--- src/rtl/io_wb_arbiter.sv ---
// Two-master round-robin Wishbone arbiter in front of the IO pad register file.
// Optional bus-cycle timeout with error termination is enabled by defining IO_ARB_TIMEOUT_EN.
module io_wb_arbiter #(
  parameter int ADR_W          = 32,
  parameter int DAT_W          = 32,
  parameter int TIMEOUT_CYCLES = 16
) (
  input  logic                   clk,
  input  logic                   rst,
  input  logic [1:0]             m_wb_cyc_i,
  input  logic [1:0]             m_wb_stb_i,
  input  logic [1:0]             m_wb_we_i,
  input  logic [2*DAT_W/8-1:0]   m_wb_sel_i,
  input  logic [2*ADR_W-1:0]     m_wb_adr_i,
  input  logic [2*DAT_W-1:0]     m_wb_dat_i,
  output logic [2*DAT_W-1:0]     m_wb_dat_o,
  output logic [1:0]             m_wb_ack_o,
  output logic [1:0]             m_wb_err_o,
  output logic                   s_wb_cyc_o,
  output logic                   s_wb_stb_o,
  output logic                   s_wb_we_o,
  output logic [DAT_W/8-1:0]     s_wb_sel_o,
  output logic [ADR_W-1:0]       s_wb_adr_o,
  output logic [DAT_W-1:0]       s_wb_dat_o,
  input  logic [DAT_W-1:0]       s_wb_dat_i,
  input  logic                   s_wb_ack_i,
  output logic [1:0]             arb_gnt_o
);

  localparam int SEL_W = DAT_W / 8;

  typedef enum logic [1:0] {
    IDLE = 2'd0,
    GNT0 = 2'd1,
    GNT1 = 2'd2
  } state_t;

  state_t     state;
  logic       last;
  logic [1:0] gnt_q;
  logic       timeout_hit;

  if (TIMEOUT_CYCLES < 1) begin : g_bad_timeout
    $error("io_wb_arbiter: TIMEOUT_CYCLES must be at least 1");
  end

  // NOTE: registered state uses non-blocking assignments so every flop
  // samples pre-edge values regardless of block evaluation order.
  always_ff @(posedge clk or posedge rst) begin
    if (rst) begin
      state <= IDLE;
      last  <= 1'b1;
      gnt_q <= 2'b00;
    end else begin
      case (state)
        IDLE: begin
          // On a tie the master that was not served last wins.
          if (m_wb_cyc_i[0] && (!m_wb_cyc_i[1] || last)) begin
            state <= GNT0;
            last  <= 1'b0;
            gnt_q <= 2'b01;
          end else if (m_wb_cyc_i[1]) begin
            state <= GNT1;
            last  <= 1'b1;
            gnt_q <= 2'b10;
          end
        end
        GNT0: begin
          if (!m_wb_cyc_i[0] || timeout_hit) begin
            state <= IDLE;
            gnt_q <= 2'b00;
          end
        end
        GNT1: begin
          if (!m_wb_cyc_i[1] || timeout_hit) begin
            state <= IDLE;
            gnt_q <= 2'b00;
          end
        end
        default: begin
          state <= IDLE;
          gnt_q <= 2'b00;
        end
      endcase
    end
  end

  assign arb_gnt_o = gnt_q;

  // NOTE: every output gets a default first, so no path through the case
  // leaves a signal unassigned and no latch is inferred.
  always_comb begin
    s_wb_cyc_o = 1'b0;
    s_wb_stb_o = 1'b0;
    s_wb_we_o  = 1'b0;
    s_wb_sel_o = '0;
    s_wb_adr_o = '0;
    s_wb_dat_o = '0;
    m_wb_ack_o = 2'b00;
    m_wb_dat_o = '0;
    case (state)
      GNT0: begin
        s_wb_cyc_o              = m_wb_cyc_i[0];
        s_wb_stb_o              = m_wb_stb_i[0];
        s_wb_we_o               = m_wb_we_i[0];
        s_wb_sel_o              = m_wb_sel_i[0 +: SEL_W];
        s_wb_adr_o              = m_wb_adr_i[0 +: ADR_W];
        s_wb_dat_o              = m_wb_dat_i[0 +: DAT_W];
        m_wb_ack_o[0]           = s_wb_ack_i;
        m_wb_dat_o[0 +: DAT_W]  = s_wb_dat_i;
      end
      GNT1: begin
        s_wb_cyc_o                  = m_wb_cyc_i[1];
        s_wb_stb_o                  = m_wb_stb_i[1];
        s_wb_we_o                   = m_wb_we_i[1];
        s_wb_sel_o                  = m_wb_sel_i[SEL_W +: SEL_W];
        s_wb_adr_o                  = m_wb_adr_i[ADR_W +: ADR_W];
        s_wb_dat_o                  = m_wb_dat_i[DAT_W +: DAT_W];
        m_wb_ack_o[1]               = s_wb_ack_i;
        m_wb_dat_o[DAT_W +: DAT_W]  = s_wb_dat_i;
      end
      default: ;
    endcase
  end

`ifdef IO_ARB_TIMEOUT_EN
  localparam int CNT_W = $clog2(TIMEOUT_CYCLES + 1);

  logic [CNT_W-1:0] tmo_cnt;

  // An ack in the same cycle as the limit completes the transfer normally.
  assign timeout_hit = (state != IDLE) && !s_wb_ack_i &&
                       (tmo_cnt == CNT_W'(TIMEOUT_CYCLES));
  assign m_wb_err_o  = {timeout_hit && (state == GNT1),
                        timeout_hit && (state == GNT0)};

  always_ff @(posedge clk or posedge rst) begin
    if (rst) begin
      tmo_cnt <= '0;
    end else if (state == IDLE || s_wb_ack_i || timeout_hit) begin
      tmo_cnt <= '0;
    end else if (s_wb_cyc_o) begin
      tmo_cnt <= tmo_cnt + 1'b1;
    end
  end
`else
  assign timeout_hit = 1'b0;
  assign m_wb_err_o  = 2'b00;
`endif

endmodule

--- config.mk ---
export PLATFORM = sky130hd
export DESIGN_NAME = io_wb_arbiter
export DESIGN_NICKNAME = d
export VERILOG_FILES = /design/src/rtl/io_wb_arbiter.sv
export SDC_FILE = /design/constraint.sdc
export NUM_CORES = 1
export LEC_CHECK = 0
export CAP_MARGIN = 25
export CORE_AREA = 5 5 119 121
export CTS_BUF_LIST = sky130_fd_sc_hd__clkbuf_4 sky130_fd_sc_hd__clkbuf_8
export DETAILED_ROUTE_END_ITERATION = 10
export DIE_AREA = 0 0 124 126
export MAX_ROUTING_LAYER = met4
export PLACE_DENSITY = 0.64
export SLEW_MARGIN = 40
export SYNTH_ARGS = -nofsm -noshare
export SYNTH_HDL_FRONTEND = slang
export SYNTH_SLANG_ARGS = --single-unit
--- constraint.sdc ---
create_clock -name clk -period 1.8 [get_ports clk]
set_input_delay 0.27 -clock clk [delete_from_list [all_inputs] [get_ports clk]]
set_output_delay 0.27 -clock clk [all_outputs]
set_load 0.01 [all_outputs]
Yosys cells after proc, flatten, opt, wreduce, memory -nomap -nowiden:

Cells that the tools add are included.

* $add $sub $neg: 0
* $mul: 0
* div/mod/pow operators: 0
* magnitude comparators: 0
* equal/unequal tests: 5
* shift operators: 0
* muxes and demuxes: 17
* bitwise logic cells: 0
* reductions and logical operators: 7

Operator list (number)
* $pmux 32 s2: 2
* $mux 32: 2
* $mux 2: 4
* $pmux 4 s2: 1
* $pmux 1 s2: 3
* $pmux 2 s3: 1
* $mux 1: 4
* $ne 2x2->1 const B: 2
* $ne 3x3->1 const B: 1
* $reduce_and 3->1: 1
* $eq 2x1->1 const B: 1
* $eq 2x2->1 const B: 1
* $logic_not 2->1: 1
* $reduce_and 2->1: 1
* $reduce_bool 2->1: 1
* $logic_and 1x1->1: 1
* $logic_not 1->1: 1
* $logic_or 1x1->1: 1

* register bits after elaboration: 3
* latch bits: 0
* RAM bits: 0
* bits in read-only memories: 0
* input port bits: 177
* output and inout port bits: 141
* logic and storage cells: 31
* memories kept: 0

Logic depth before layout (Yosys ltp):

* word-level depth: 5
* depth in mapped cells: 7
* gate-level depth less buffers: 5

Worst setup path after synthesis:

Ideal clock, no wire load.

* path kind: register -> output
* start: reg arb_gnt_o[1] (netlist name)
* end: out s_wb_dat_o[0]
* arrival: 1.344 ns
* data required time: 1.530 ns
* slack: 0.186 ns
* stages on the path, launching flop included: 7
* path buffers: 2
* cell sequence: dfrtp_1 -> inv_1 -> ha_1 -> buf_6 -> clkbuf_1 -> a22oi_1 -> nor2b_1

RTL lines
* end: declaration: line 24 `output logic [DAT_W-1:0] s_wb_dat_o,`

==> results <==
[report_power, final]
| group | leakage (uW) | internal, uW | total (uW) | switching, uW |
|---|---|---|---|---|
| combinational | 0.00259 | 4440 | 7570 | 3130 |
| sequential | 0.0000362 | 107 | 134 | 26.9 |
| clock | 0.0000262 | 166 | 208 | 42.5 |
[state kept, by name, summed over array words and instances, names as in the netlist]
name       count
arb_gnt_o      2
last           1
[area by class of cell]
type                       count  area, sq um  area share [%]
sequential                     3         76.3            1.23
tap                          176          220            3.55
clock buffer                   4         48.8           0.787
timing repair buffer         383         3840            61.9
multi-input combinational    223         2000            32.2
inverter                       5         18.8           0.303
[per-stage QoR]
step	TNS, ns	cells	power [uW]
after detailed placement	-17.02	737	5290
after global placement	-17.05	737	5240
final	-8.02	794	7910
after floorplan	0	264	2530
after CTS	-9.60	785	7200
after global routing	-14.84	794	8400
[logic make-up after synthesis]
logic type | after synthesis
and+or+nand+nor | 140
buffers and inverters | 38
AOI/OAI and AO/OA | 78
adders and majority gates | 3
other | 1
DFF | 3
[cell usage in the layout, fill, tap and decap left out, drive strengths merged, types with 3 or more instances in the layout]
cell type,n
ha,3
inv,5
nand2,3
clkdlybuf4s50,178
buf,197
a22oi,71
o21ai,3
clkbuf,12
and2,66
nor2b,71
[metal layers]
metal / GRT usage, % / vias up / wire (um)
met5: - / - / 0
met1: 18.1 / 1646 / 5320
met3: 3.27 / 10 / 1450
met2: 32.5 / 205 / 8140
li1: - / 1623 / -
met4: 2.38 / 0 / 140
[repair_timing]
action | CTS | global route
pin swaps | 9 | 15
cloned | 13 | 6
buffers inserted | 31 | 11
endpoints found under the setup margin | 137 | 107
resized for setup | 674 | 81
[worst max-delay path, cell delays in order (launching register included)]
cell and delay [ns]:
sky130_fd_sc_hd__dfrtp_1 0.39, sky130_fd_sc_hd__buf_6 0.14, sky130_fd_sc_hd__ha_4 0.17, sky130_fd_sc_hd__buf_12 0.14, sky130_fd_sc_hd__buf_8 0.13, sky130_fd_sc_hd__buf_16 0.14
sky130_fd_sc_hd__a22oi_2 0.15, sky130_fd_sc_hd__nor2b_1 0.08, sky130_fd_sc_hd__buf_2 0.14
[path summary, 6_finish.rpt]
path / startpoint / end / slack [ns]
hold reg to reg: last / last / 0.52
setup / recovery: arb_gnt_o[1] / s_wb_adr_o[12] / -0.18
min in group clk: last / last / 0.52
hold / removal: rst / arb_gnt_o[0] / 0.24
max in group asynchronous: rst / last / 1.34
setup reg to reg: arb_gnt_o[1] / arb_gnt_o[0] / 0.04
==> impl_metrics.tcl <==
set metrics [dict create \
    run_status "complete, but fails checks" \
    failing_checks "setup timing" \
    dp_worst_setup_slack_ns -0.276 \
    synth_area_in_compound_gates_pct 33.4 \
    synth.ff_latch_count 3 \
    globalRouteTotalUtil_pct 17.0 \
    synth_cell_types 18 \
    timing.final.max_slew_violations 0 \
    synth_warnings 0 \
    antenna-diode-count 0 \
    r2r.worst_path.cells 9 \
    final.setup_skew_ns 0.00165 \
    grt_max_degree 27 \
    initial_core_util_pct 13.6 \
    cts_tree "yes" \
    drtAntennaViolNets 0 \
    global_route_wire_length_before_repair_um 20200 \
    avgViaCountPerCell 4.39 \
    layout.core_utilization_pct 47.8 \
    worst-path-max-fanout 8 \
    synth_edf_count 0 \
    clkTransAtPathRegs_ns 0.03 \
    drt_pass_1_iters 4 \
    drc_errors 0 \
    ys_top_cells_by_area "sky130_fd_sc_hd__a22oi_1, sky130_fd_sc_hd__nor2b_1, sky130_fd_sc_hd__and2_1" \
    clkLatencyLatePin_ns 0.21 \
    via_count 3484 \
    grt_pass1_vias 3671 \
    postRouteWirelength_um 15100 \
    synth.cell_area_sq_mm 0.00177 \
    finalWeightedCongestion 0.832 \
    vdd_drop_max_uv 588 \
    boundaryPins 318 \
    syn_avg_cell_area_sq_um 6.71 \
    cts.root.buffer_cell "sky130_fd_sc_hd__clkbuf_8" \
    synth_fa_ha_area_share_pct 2.13 \
    max_fclk_ghz 0.505 \
    ctsHoldBuffers 0 \
    rsz0062_at_grt "true" \
    startpoint_type "register" \
    numClockSinks 3 \
    die_area_sq_mm 0.0156 \
    crit_required_ns 1.53 \
    ys_seq_area_share_pct 4.32 \
    timing.final.hold_violations 0 \
    antenna_found_initial 0 \
    synthSimpleGateAreaFrac_pct 49.2 \
    syn_to_final_growth_pct 251 \
    numPortBuffers 315 \
    coreArea_sq_mm 0.0130 \
    rows 42 \
    holdWs_ns 0.236 \
    post-dp-hpwl_um 10200 \
    period_minus_slack_ns 1.98 \
    chipWidth_um 124 \
    setup_viol_count_final 98 \
    synth_xor_area_share_pct 0 \
    nNetsFinal 799 \
    combinational_family_with_the_most_area_after_synthesis "simple AND/OR/NAND/NOR gates" \
    synth_mux_area_share_pct 0 \
    asyncSetResetFlopFracSynth_pct 100 \
    clk_path_buf_depth 2 \
    final_area_sq_mm 0.00620 \
    synth.top_cell.area_share_pct 29.8 \
    detailedRoute.firstIterationViolations 57 \
    critPathKind "register to output pin" \
    remaining_global_route_overflow 0 \
    final.fill_count 1271 \
    timing.critical_path.arrival_ns 1.71 \
    p_leak_uw 0.00265 \
    worstHoldPathType "input port to async pin" \
    max_cap_viol_count 0 \
    avgRoutedWirePerCell_um 19.0 \
    htree_num_levels 1 \
    synth_top_area_cell "sky130_fd_sc_hd__a22oi_1" \
    drive_above_1_share_pct 52.4 \
    dpl_cell_area_sq_mm 0.00521 \
    setup.worst_path.end_class "output pin" \
    final_critical_path_setup_slack_ns -0.181 \
    cts_made_buffers 3 \
    postSynth.topFlopCell "sky130_fd_sc_hd__dfrtp_1" \
    syn-instance-count 263 \
    die_height_um 126 \
    power_per_cell_area_mw_per_mm2 1280 \
    synthMostInstantiatedCell "sky130_fd_sc_hd__nor2b_1" \
    timing.final.crit_share_pct 110 \
    netlist_top_cells_count "sky130_fd_sc_hd__nor2b_1, sky130_fd_sc_hd__a22oi_1, sky130_fd_sc_hd__and2_1, sky130_fd_sc_hd__buf_2, sky130_fd_sc_hd__clkbuf_1" \
]
Power figures use the tool's default switching activity.
